--- config.mk ---
export PLATFORM = sky130hd
export DESIGN_NAME = alu_share_arbiter
export DESIGN_NICKNAME = d
export VERILOG_FILES = /design/src/rtl/alu_share_arbiter_pkg.sv /design/src/rtl/alu_share_arbiter_rr.sv /design/src/rtl/alu_share_arbiter.sv
export SDC_FILE = /design/constraint.sdc
export NUM_CORES = 1
export LEC_CHECK = 0
export CAP_MARGIN = 20
export CORE_MARGIN = 4
export CORE_UTILIZATION = 38
export CTS_CLUSTER_SIZE = 24
export DETAILED_ROUTE_END_ITERATION = 16
export HOLD_SLACK_MARGIN = 0.03
export PLACE_DENSITY_LB_ADDON = 0.3
export SLEW_MARGIN = 15
export SYNTH_ARGS = -nofsm -noshare
export SYNTH_HDL_FRONTEND = slang
export SYNTH_SLANG_ARGS = --single-unit
--- constraint.sdc ---
create_clock -name clk -period 2.95 [get_ports clk]
set_input_delay 0.59 -clock clk [delete_from_list [all_inputs] [get_ports clk]]
set_output_delay 0.59 -clock clk [all_outputs]
set_load 0.01 [all_outputs]
--- src/rtl/alu_share_arbiter_pkg.sv ---
// Shared encodings and default sizing for the ALU sharing arbiter and the
// round-robin arbiter it uses.
package alu_share_arbiter_pkg;

  localparam int DEFAULT_NREQ = 2;
  localparam int DEFAULT_ID_W = 2;

  typedef enum logic [1:0] {
    ALUOP_ADD = 2'b00,
    ALUOP_SUB = 2'b01,
    ALUOP_OPC = 2'b10,
    ALUOP_MOV = 2'b11
  } aluop_e;

  localparam logic [3:0] OPC_MOV  = 4'd1;
  localparam logic [3:0] OPC_ADDI = 4'd2;
  localparam logic [3:0] OPC_SUBI = 4'd3;
  localparam logic [3:0] OPC_ORI  = 4'd4;
  localparam logic [3:0] OPC_ANDI = 4'd5;
  localparam logic [3:0] OPC_XORI = 4'd6;
  localparam logic [3:0] OPC_SLTI = 4'd7;
  localparam logic [3:0] OPC_LI   = 4'd8;
  localparam logic [3:0] OPC_LWI  = 4'd9;
  localparam logic [3:0] OPC_SWI  = 4'd10;

  // Requester index reached 'off' steps after 'base', wrapping at n.
  function automatic int wrap_idx(input int base, input int off, input int n);
    return (base + off) % n;
  endfunction

endpackage

--- src/rtl/alu_share_arbiter_rr.sv ---
// Combinational round-robin arbiter: the search starts one past ptr and
// wraps; returns a one-hot grant and its encoded index.
module rr_arbiter
  import alu_share_arbiter_pkg::*;
#(
  parameter int NREQ = DEFAULT_NREQ,
  parameter int ID_W = DEFAULT_ID_W
) (
  input  logic [NREQ-1:0] req,
  input  logic [ID_W-1:0] ptr,
  output logic [NREQ-1:0] grant,
  output logic [ID_W-1:0] idx
);

  logic found;

  // NOTE: every output of an always_comb gets a default before any branch,
  // otherwise a path that skips the assignment infers a latch.
  always_comb begin
    grant = '0;
    idx   = '0;
    found = 1'b0;
    for (int off = 1; off <= NREQ; off++) begin
      for (int i = 0; i < NREQ; i++) begin
        if (!found && req[i] && wrap_idx(int'(ptr), off, NREQ) == i) begin
          grant[i] = 1'b1;
          idx      = ID_W'(i);
          found    = 1'b1;
        end
      end
    end
  end

endmodule

--- src/rtl/alu_share_arbiter.sv ---
// Shares one external combinational ALU among NREQ requesters with a
// two-cycle fixed-latency pipeline. Optional feature: ALU_SHARE_ARB_LOCK_EN.
module alu_share_arbiter
  import alu_share_arbiter_pkg::*;
#(
  parameter int WORD_SIZE = 32,
  parameter int NREQ      = DEFAULT_NREQ,
  parameter int ID_W      = DEFAULT_ID_W
) (
  input  logic                      clk,
  input  logic                      rst_n,
  input  logic [NREQ-1:0]           req_valid,
  output logic [NREQ-1:0]           req_ready,
  input  logic [2*NREQ-1:0]         req_aluop,
  input  logic [4*NREQ-1:0]         req_opcode,
  input  logic [WORD_SIZE*NREQ-1:0] req_a,
  input  logic [WORD_SIZE*NREQ-1:0] req_b,
`ifdef ALU_SHARE_ARB_LOCK_EN
  input  logic [NREQ-1:0]           req_lock,
`endif
  output logic [1:0]                alu_aluop,
  output logic [3:0]                alu_opcode,
  output logic [WORD_SIZE-1:0]      alu_a,
  output logic [WORD_SIZE-1:0]      alu_b,
  input  logic [WORD_SIZE-1:0]      alu_result,
  input  logic                      alu_zero,
  output logic                      rsp_valid,
  output logic [ID_W-1:0]           rsp_id,
  output logic [WORD_SIZE-1:0]      rsp_result,
  output logic                      rsp_zero
);

  logic [ID_W-1:0]      rr_ptr;
  logic [NREQ-1:0]      rr_grant;
  logic [ID_W-1:0]      rr_idx;
  logic [NREQ-1:0]      grant;
  logic [ID_W-1:0]      win_idx;
  logic                 lock_hit;
  logic                 accept;

  logic [1:0]           sel_aluop;
  logic [3:0]           sel_opcode;
  logic [WORD_SIZE-1:0] sel_a;
  logic [WORD_SIZE-1:0] sel_b;

  logic                 iss_valid;
  logic [ID_W-1:0]      iss_id;
  logic [1:0]           iss_aluop;
  logic [3:0]           iss_opcode;
  logic [WORD_SIZE-1:0] iss_a;
  logic [WORD_SIZE-1:0] iss_b;

  rr_arbiter #(
    .NREQ (NREQ),
    .ID_W (ID_W)
  ) u_rr (
    .req   (req_valid),
    .ptr   (rr_ptr),
    .grant (rr_grant),
    .idx   (rr_idx)
  );

`ifdef ALU_SHARE_ARB_LOCK_EN
  logic [NREQ-1:0] lock_oh;
  logic [ID_W-1:0] lock_id;

  // A lock is recorded only when the accepted requester also asserts req_lock.
  always_ff @(posedge clk or negedge rst_n) begin
    if (!rst_n) begin
      lock_oh <= '0;
      lock_id <= '0;
    end else begin
      lock_oh <= accept ? (grant & req_lock) : '0;
      if (accept) lock_id <= win_idx;
    end
  end
`endif

  always_comb begin
    grant    = rr_grant;
    win_idx  = rr_idx;
    lock_hit = 1'b0;
`ifdef ALU_SHARE_ARB_LOCK_EN
    if (|(lock_oh & req_valid & req_lock)) begin
      grant    = lock_oh;
      win_idx  = lock_id;
      lock_hit = 1'b1;
    end
`endif
    // Grant is combinational, so it is masked to keep req_ready low in reset.
    if (!rst_n) grant = '0;
  end

  assign req_ready = grant;
  assign accept    = |grant;

  always_comb begin
    sel_aluop  = '0;
    sel_opcode = '0;
    sel_a      = '0;
    sel_b      = '0;
    for (int i = 0; i < NREQ; i++) begin
      if (grant[i]) begin
        sel_aluop  = req_aluop[2*i +: 2];
        sel_opcode = req_opcode[4*i +: 4];
        sel_a      = req_a[WORD_SIZE*i +: WORD_SIZE];
        sel_b      = req_b[WORD_SIZE*i +: WORD_SIZE];
      end
    end
  end

  // NOTE: state registers use non-blocking assignments so every flop samples
  // pre-edge values regardless of statement order.
  always_ff @(posedge clk or negedge rst_n) begin
    if (!rst_n) begin
      rr_ptr     <= ID_W'(NREQ - 1);
      iss_valid  <= 1'b0;
      iss_id     <= '0;
      iss_aluop  <= '0;
      iss_opcode <= '0;
      iss_a      <= '0;
      iss_b      <= '0;
    end else begin
      iss_valid <= accept;
      if (accept) begin
        iss_id     <= win_idx;
        iss_aluop  <= sel_aluop;
        iss_opcode <= sel_opcode;
        iss_a      <= sel_a;
        iss_b      <= sel_b;
        if (!lock_hit) rr_ptr <= win_idx;
      end
    end
  end

  assign alu_aluop  = iss_aluop;
  assign alu_opcode = iss_opcode;
  assign alu_a      = iss_a;
  assign alu_b      = iss_b;

  // Result and flag track the ALU every cycle; rsp_valid marks real operations.
  always_ff @(posedge clk or negedge rst_n) begin
    if (!rst_n) begin
      rsp_valid  <= 1'b0;
      rsp_id     <= '0;
      rsp_result <= '0;
      rsp_zero   <= 1'b0;
    end else begin
      rsp_valid  <= iss_valid;
      rsp_id     <= iss_id;
      rsp_result <= alu_result;
      rsp_zero   <= alu_zero;
    end
  end

endmodule

==> results.cfg, run 1 <==
[timing]
max_clock_freq_mhz = 349.6
finalHoldViolations = 0
fin_setup_tns_ns = 0
slew_headroom = 0.4572
finalSetupViolations = 0
tightest_slew_ns = 0.8142
grt_setup_unrepaired = false
fin_skew_ns = 0.008813
hold_ws_ns = 0.3610
layout_min_cycle_time_ns = 2.860
period_share = 0.9696
final_max_slew_viol_count = 0

[cells_and_area]
drive_gt1_frac = 0.05624
areaGrowthSynthToFinish_pct = 76.06
layout.nets = 741
layoutNonFillerInstCount = 705
diodes = 0
final_cell_mix = clkdlybuf4s50_1, dfrtp_1, and2_1, a221o_1, clkbuf_8
final_common_cell = clkdlybuf4s50_1

[global_routing]
grt_overflow = 0
track_usage = 0.2208
grt_pass1_wl_mm = 21.45
busiest_layer = met2
grt.met2_usage = 0.3893
antenna_found_initial = 0
first_global_vias = 3904
use_met1 = 0.2313
use_met3 = 0.1116
grt_max_degree = 71

[clocking]
cts.reportedPaths.clkPinSlew_ns = 0.10
clk_path_buf_depth = 2
clkSinkCount = 108
cts_buffers = 9
cts_tree = built
clock_latency_ns = 0.37
cts_setup_buffers = 0
ctsRootBufferMaster = clkbuf_8
htreeDepth = 3

[worst_setup_path]
end_kind = output pin
cp_common_cell = and2_4
crit_fanout = 8
worst_ep_required_time_ns = 2.36
crit_type = input port to output pin
ff2ff_path_depth = 4
worstPathCellList = dlygate4sd3_1, buf_4, and2_4, and2_4, clkdlybuf4s50_1
critPathLaunchType = input port
slowest_stage = dlygate4sd3_1
cp.arrival_ns = 2.27
slowest_delay_ns = 0.57

[hold_path]
hp-class = flop to flop
min_path_cells = 0

[yosys]
yosys.area.top_type = dfrtp_1
synth-seq-cells = 108
syn_nets = 462
syn_area_um2 = 4114
ys_types = 22
syn_avg_cell_area_um2 = 14.43
syn_inst = 285
yosys_warnings = 0
yosysSeqAreaShare = 0.6572
ys_top_cells_by_area = dfrtp_1, a221o_1, and2_1
yosysTopAreaCellShare = 0.6509

[route]
route.detailed.drc = 0
vias = 3608
drt_iter0_drc = 198
first_pass_iters = 4
drt_wl_total_mm = 14.16
viasPerCell = 5.118
detail_route.wl_per_cell_um = 20.08
ant_nets = 0

[placement]
gp_routability_congestion = 0.7788
dp.cells = 688
io_buffer_count = 283
hpwlAfterDp_mm = 10.25

[die]
die_y_um = 112.1
die_area_um2 = 12560
core_area_um2 = 10420
io_pins = 285
initial_core_util = 0.3950
die_w_um = 112.1
rows = 37

[outcome]
status = finished clean

[power_and_ir_drop]
p_per_area_nw_per_um2 = 521.9
ir_drop_v = 0.0005213
cellLeakagePower_uw = 0.003017

[run]
maxCapViolations = 0
==> metal layers <==
layer | wire length [um] | vias up
met3 | 1613 | 20
met4 | 299 | 0
li1 | - | 1612
met5 | 0 | -
met2 | 7292 | 201
met1 | 4954 | 1775
==> final timing paths <==
kind / slack, ns / start / endpoint
max reg2reg: 1.12 / rr_ptr[0] / alu_b[5]
min: 0.36 / iss_valid / rsp_valid
min in group asynchronous: 0.63 / rst_n / rsp_id[0]
max in group asynchronous: 1.36 / rst_n / rsp_result[24]
max: 0.09 / rst_n / req_ready[1]
min reg2reg: 0.36 / iss_valid / rsp_valid
==> per-stage QoR <==
| step | utilization | setup slack (ns) | instance area (um^2) | power, uW |
|---|---|---|---|---|
| finish | 0.6954 | 0.08966 | 7243 | 3780 |
| global route | 0.6954 | 0.04731 | 7243 | 3970 |
| CTS | 0.6954 | 0.09261 | 7243 | 3833 |
| detailed placement | 0.6728 | 0.2770 | 7008 | 2810 |
| global placement | 0.6728 | 0.3064 | 7008 | 2786 |
| floorplan | - | 1.221 | 4114 | 2116 |
==> power by group <==
group	switching (uW)	internal, uW	total (uW)	leakage [uW]
sequential	84.3	1650	1740	0.00131
clock	502	499	1000	0.000105
combinational	378	662	1040	0.00161
total	964	2820	3780	0.00302
==> logic make-up (layout without fill, tap and decap cells) <==
logic type / count (synthesis) / count (layout) / share of synthesized area
AND/OR/NAND/NOR: 76 / 76 / 0.1147
buffers and inverters: 25 / 309 / 0.04806
AO/OA/AOI/OAI: 74 / 74 / 0.1764
flip-flops: 108 / 108 / 0.6572
multiplexers: 1 / 1 / 0.002737
other: 1 / 1 / 0.0009115
==> state kept, by name, indices dropped and copies added, names as in the netlist <==
| name | count |
|---|---|
| alu_aluop | 2 |
| rsp_zero | 1 |
| alu_opcode | 4 |
| alu_b | 32 |
| alu_a | 32 |
| rsp_id | 1 |
| rsp_valid | 1 |
| iss_valid | 1 |
| iss_id | 1 |
| rsp_result | 32 |
| rr_ptr | 1 |
==> timing repair <==
| item | in CTS | in global routing |
|---|---|---|
| hold endpoints to repair | 2 | 0 |
| endpoints found under the setup margin | 0 | 0 |
| resized for setup | 0 | 0 |
| hold buffers | 1 | 0 |
==> layout make-up <==
type | instances | area, um^2
Timing Repair Buffer | 291 | 2905
Fill cell | 754 | 3173
Sequential cell | 108 | 2704
Tap cell | 136 | 170.2
Inverter | 2 | 7.507
Multi-Input combinational cell | 152 | 1231
Clock inverter | 6 | 87.58
Clock buffer | 10 | 137.6
==> worst max-delay path: cells and delay by family <==
| family | cells | cell delay, ns |
|---|---|---|
| buffers and inverters | 3 | 1.31 |
| and+or+nand+nor | 2 | 0.36 |
==> synthesized netlist by cell type, drive strengths merged <==
cell and count:
nand2 2, a221o 69, and2 71, clkbuf 10, inv 2, dfrtp 107
conb 1, a21bo 1, a31oi 1, buf 13, a21oi 2, dfstp 1
mux2 1, o21ai 1, nand3 1, nor2 2
Note: power is estimated with default switching activity, not from simulation.
==> inputs of run 2 (changes only) <==
--- a/config.mk
+++ b/config.mk
@@ -8,8 +8,9 @@
 export CAP_MARGIN = 20
 export CORE_MARGIN = 4
 export CORE_UTILIZATION = 38
-export CTS_CLUSTER_SIZE = 24
+export CTS_CLUSTER_SIZE = 10
 export DETAILED_ROUTE_END_ITERATION = 16
+export GPL_TIMING_DRIVEN = 0
 export HOLD_SLACK_MARGIN = 0.03
 export PLACE_DENSITY_LB_ADDON = 0.3
 export SLEW_MARGIN = 15
==> run 2 against run 1 <==
  * Cell count up 2.8%
  * Critical path depth rose by 2
  * Sequential power hardly changed
  * Critical endpoint unchanged
  * Largest power group unchanged
==> results.cfg, run 2 (synthesized netlist as in run 1, its figures left out) <==
[outcome]
status = finished clean

[timing]
finalHoldViolations = 0
slew_headroom = 0.5434
grt_setup_unrepaired = false
max_clock_freq_mhz = 359.3
fin_skew_ns = 0.008634
final_max_slew_viol_count = 0
layout_min_cycle_time_ns = 2.783
finalSetupViolations = 0
period_share = 0.9434
fin_setup_tns_ns = 0
tightest_slew_ns = 0.6803

[route]
route.met3.wl_mm = 1.378
highest_layer = met4
ant_nets = 0
drt_iter0_drc = 265
first_pass_iters = 4
detail_route.wl_per_cell_um = 19.78
wl_met1_mm = 5.111
wl_met2_mm = 7.490
viasPerCell = 5.040
route.detailed.drc = 0
vias = 3654
drt_wl_total_mm = 14.34

[power_and_ir_drop]
cellLeakagePower_uw = 0.003118
seqPwrFrac = 0.473
p_int_uw = 2671
p_sw_uw = 1004
clkPwrFrac = 0.234
p_sw_frac = 0.2731
ir_drop_v = 0.0002637
p_per_area_nw_per_um2 = 495.9
comb_power_share = 0.293

[clocking]
clk_path_buf_depth = 2
cts.reportedPaths.clkPinSlew_ns = 0.11
htreeDepth = 3
cts_hold_buf = 0
cts_tree = built
ctsRootBufferMaster = clkbuf_8
clock_latency_ns = 0.36
cts_buffers = 9
clkSinkCount = 108

[global_routing]
grt_max_degree = 44
grt_pass1_wl_mm = 21.98
antenna_found_initial = 1
first_global_vias = 3999
track_usage = 0.2241
grt_overflow = 0

[die]
io_pins = 285
initial_core_util = 0.3950
die_area_um2 = 12560
core_area_um2 = 10420
rows = 37
die_w_um = 112.1
die_y_um = 112.1

[worst_setup_path]
slowest_stage = clkdlybuf4s50_1
critPathLaunchType = input port
slowest_delay_ns = 0.54
worstPathCellList = buf_8, buf_16, and2_4, and2_4, buf_12, buf_8, clkdlybuf4s50_1
crit_fanout = 28
end_kind = output pin
worst_ep_required_time_ns = 2.36
cp.arrival_ns = 2.19
crit_type = input port to output pin

[cells_and_area]
postLayoutCellArea_um2 = 7410
final_cell_mix = clkdlybuf4s50_1, dfrtp_1, and2_1, a221o_1, clkbuf_1
final_common_cell = clkdlybuf4s50_1
drive_gt1_frac = 0.06803
layout.nets = 760
areaGrowthSynthToFinish_pct = 80.11

[placement]
placed_cell_area_um2 = 7146
gp_routability_congestion = 0.8281
io_buffer_count = 283
hpwlAfterDp_mm = 10.97

[run]
maxCapViolations = 0

[hold_path]
hp-class = input port to async pin
[run 2: changes by cell type in the layout (fill, tap and decap cells not counted), sizes merged]
cell / before / now
buf: 8 / 16
bufbuf: 0 / 1
bufinv: 2 / 0
clkbuf: 10 / 21
clkdlybuf4s50: 282 / 281
clkinvlp: 3 / 0
diode: 0 / 1
dlygate4sd3: 1 / 0
dlymetal6s2s: 0 / 1
inv: 2 / 7
[run 2: what timing repair did]
action,CTS,global route
setup endpoints to repair,2,1
resized for setup,3,1
setup buffers,1,0
pin swaps,0,0
cloned,1,1
hold endpoints to repair,0,0
[run 2: worst paths after layout]
kind / end / slack, ns / cells after the start / startpoint
min: alu_b[28] / 0.06 / 1 / rst_n
max: req_ready[1] / 0.17 / 7 / rst_n
min reg2reg: rsp_valid / 0.36 / 0 / iss_valid
max in group asynchronous: rsp_valid / 2.25 / 2 / rst_n
max reg2reg: alu_a[12] / 1.28 / 5 / rr_ptr[0]
min in group clk: rsp_valid / 0.36 / 0 / iss_valid
[run 2: stage by stage]
step           utilization  setup WS, ns  total power (uW)  hold WS (ns)  instances
2_1_floorplan            -         1.221              2116        0.2944        285
3_5_place_dp        0.6860       -0.4152              2836        0.3419        705
5_1_grt             0.7114       0.05703              3862       0.05636        725
3_3_place_gp        0.6832        -4.161              2806        0.3412        704
4_1_cts             0.7085       0.02328              3709       0.04227        723
6_report            0.7114        0.1668              3675       0.05851        725
[run 2: layer usage]
metal	global-route usage	up-vias
li1	-	1654
met5	0	-
met2	0.3917	194
met4	0.08814	0
met3	0.07925	28
met1	0.2511	1778
[run 2: power by group through the flow]
stage / sequential, uW / combinational (uW) / clock [uW]
finish: 1740 / 1080 / 860
global route: 1760 / 1150 / 952
CTS: 1740 / 1090 / 880
detailed placement: 1770 / 1070 / 0
global placement: 1760 / 1050 / 0
floorplan: 1840 / 274 / 0
[run 2: worst max-delay path, delay by kind of cell]
kind	cells	cell delay (ns)
buf+inv	5	1.26
simple gates	2	0.33
[run 2: area by class of cell]
cell class                      count  area (um^2)
Clock buffer                       10        127.6
Clock inverter                      6        52.55
Sequential cell                   108         2704
Inverter                            2        7.507
Antenna cell                        1        2.502
Tap cell                          136        170.2
Multi-Input combinational cell    152         1220
Timing Repair Buffer              287         2933
Fill cell                         764         3007
Buffer                             23        192.7
==> inputs of run 3 (changes only) <==
--- a/config.mk
+++ b/config.mk
@@ -13,7 +13,7 @@
 export GPL_TIMING_DRIVEN = 0
 export HOLD_SLACK_MARGIN = 0.03
 export PLACE_DENSITY_LB_ADDON = 0.3
-export SLEW_MARGIN = 15
+export SLEW_MARGIN = 20
 export SYNTH_ARGS = -nofsm -noshare
 export SYNTH_HDL_FRONTEND = slang
 export SYNTH_SLANG_ARGS = --single-unit
==> run 3 against run 2 <==
  * Clock skew up 0.0021 ns
  * Non-clock buffer count shrank 2
  * Setup slack lost 0.043 ns
  * Sequential share of layout area up 0.24 points
  * Hold slack improved by 0.051 ns
  * Total power is 1.1% higher
  * Clock power up 5.8%
  * Sequential power about the same
  * Count of clock-buffer cells in the layout increased by 1
  * Register-to-register slack hardly changed
  * Critical endpoint is now req_ready[0]
  * Largest power group unchanged
==> results.cfg, run 3 (synthesized netlist as in run 1, its figures left out) <==
[clocking]
cts_tree = built
cts_hold_buf = 0
clock_latency_ns = 0.38
htreeDepth = 3
cts.reportedPaths.clkPinSlew_ns = 0.11
ctsRootBufferMaster = clkbuf_8
clkSinkCount = 108
clk_path_buf_depth = 2
cts_buffers = 9

[cells_and_area]
multi_input_area_um2 = 1220
layout.nets = 758
regArea_um2 = 2704
final_cell_mix = clkdlybuf4s50_1, dfrtp_1, and2_1, a221o_1, clkbuf_1
utilization = 0.7067
fillers = 766
drive_gt1_frac = 0.06325
final_common_cell = clkdlybuf4s50_1
areaGrowthSynthToFinish_pct = 78.92

[global_routing]
first_global_vias = 3950
grt_max_degree = 59
track_usage = 0.2246
grt_overflow = 0
antenna_found_initial = 1
grt_pass1_wl_mm = 21.94

[timing]
finalSetupViolations = 0
max_clock_freq_mhz = 353.8
finalHoldViolations = 0
layout_min_cycle_time_ns = 2.826
tightest_slew_ns = 0.6797
fin_skew_ns = 0.01074
period_share = 0.9581
final_max_slew_viol_count = 0
slew_headroom = 0.5438
grt_setup_unrepaired = false

[die]
rows = 37
initial_core_util = 0.3950
io_pins = 285
die_w_um = 112.1
die_y_um = 112.1
core_area_um2 = 10420
die_area_um2 = 12560

[worst_setup_path]
cp_common_cell = clkdlybuf4s50_1
crit_fanout = 10
crit_type = input port to output pin
r2r-end = alu_a[12]
slowest_delay_ns = 0.60
worstPathCellList = clkdlybuf4s50_1, nand2_1, a21oi_4, buf_2, clkdlybuf4s50_1
end_kind = output pin
critPathLaunchType = input port
rr_startpoint = rr_ptr[0]
slowest_stage = clkdlybuf4s50_1
cp.arrival_ns = 2.24
r2r_slack_ns = 1.28
ff2ff_path_depth = 5
worst_ep_required_time_ns = 2.36

[route]
route.detailed.drc = 0
viasPerCell = 5.017
vias = 3622
drt_iter0_drc = 202
ant_nets = 0
first_pass_iters = 4
drt_wl_total_mm = 14.18
detail_route.wl_per_cell_um = 19.64

[hold_path]
hp-class = input port to async pin

[power_and_ir_drop]
ir_drop_v = 0.0003080
cellLeakagePower_uw = 0.003085
p_per_area_nw_per_um2 = 504.7
power.total_uw = 3715

[placement]
gp_routability_congestion = 0.8281
io_buffer_count = 283
hpwlAfterDp_mm = 11.06

[run]
maxCapViolations = 0

[outcome]
status = finished clean
run 3: cell types whose count changed in the layout (fill, tap and decap cells not counted):
| cell | previous run | this run |
|---|---|---|
| buf_2 | 3 | 4 |
| buf_4 | 3 | 2 |
| bufbuf_16 | 1 | 0 |
| bufinv_16 | 0 | 1 |
| clkbuf_16 | 1 | 0 |
| clkbuf_8 | 9 | 10 |
| clkinv_2 | 0 | 1 |
| clkinv_4 | 1 | 0 |
| clkinvlp_4 | 0 | 2 |
| inv_6 | 5 | 0 |
run 3: timing repair:
action	CTS	global route
setup endpoints to repair	1	1
setup buffers	1	0
resized for setup	2	1
run 3: final cells by class:
cell class                 count  area share
clock buffer                  11     0.01921
buffer                        23     0.02584
multi-input combinational    152      0.1657
inverter                       2    0.001020
antenna                        1   0.0003400
tap                          136     0.02312
sequential                   108      0.3673
timing repair buffer         285      0.3906
clock inverter                 4    0.006799
run 3: worst max path at each step:
stage / start / to / slack [ns] / cells past startpoint
after floorplan: rst_n / req_ready[1] / 1.22 / 4
after global placement: rst_n / req_ready[0] / -4.16 / 5
after detailed placement: rst_n / req_ready[0] / -0.21 / 5
after CTS: req_valid[1] / req_ready[1] / 0.02 / 6
after global routing: req_valid[0] / req_ready[0] / 0.03 / 5
final: req_valid[0] / req_ready[0] / 0.12 / 5
run 3: per-stage QoR:
step | setup WS, ns | hold slack (ns) | TNS (ns) | instance area [um^2] | cells
CTS | 0.02361 | 0.1230 | 0 | 7356 | 721
global route | 0.03214 | 0.1362 | 0 | 7361 | 722
finish | 0.1236 | 0.1092 | 0 | 7361 | 722
floorplan | 1.221 | 0.2944 | 0 | 4114 | 285
global placement | -4.161 | 0.3412 | -606.94 | 7117 | 704
detailed placement | -0.2098 | 0.3419 | -0.2098 | 7146 | 705
run 3: where the power goes:
group          total (uW)  switching [uW]  internal (uW)
logic                1070             385            682
registers            1740            83.1           1650
clock network         910             500            411
total                3720             967           2750
run 3: worst max-delay path, delay by kind of cell:
family | cells | cell delay (ns)
AO/OA/AOI/OAI | 1 | 0.17
buffers and inverters | 3 | 1.37
AND/OR/NAND/NOR | 1 | 0.11
run 3: routing by layer:
metal  GRT usage  vias to the layer above  wire length [um]
li1            -                     1649                 -
met1      0.2555                     1755              5210
met2      0.3861                      193              7232
met3     0.08140                       25              1359
met4     0.08974                        0               377
met5           0                        -                 0
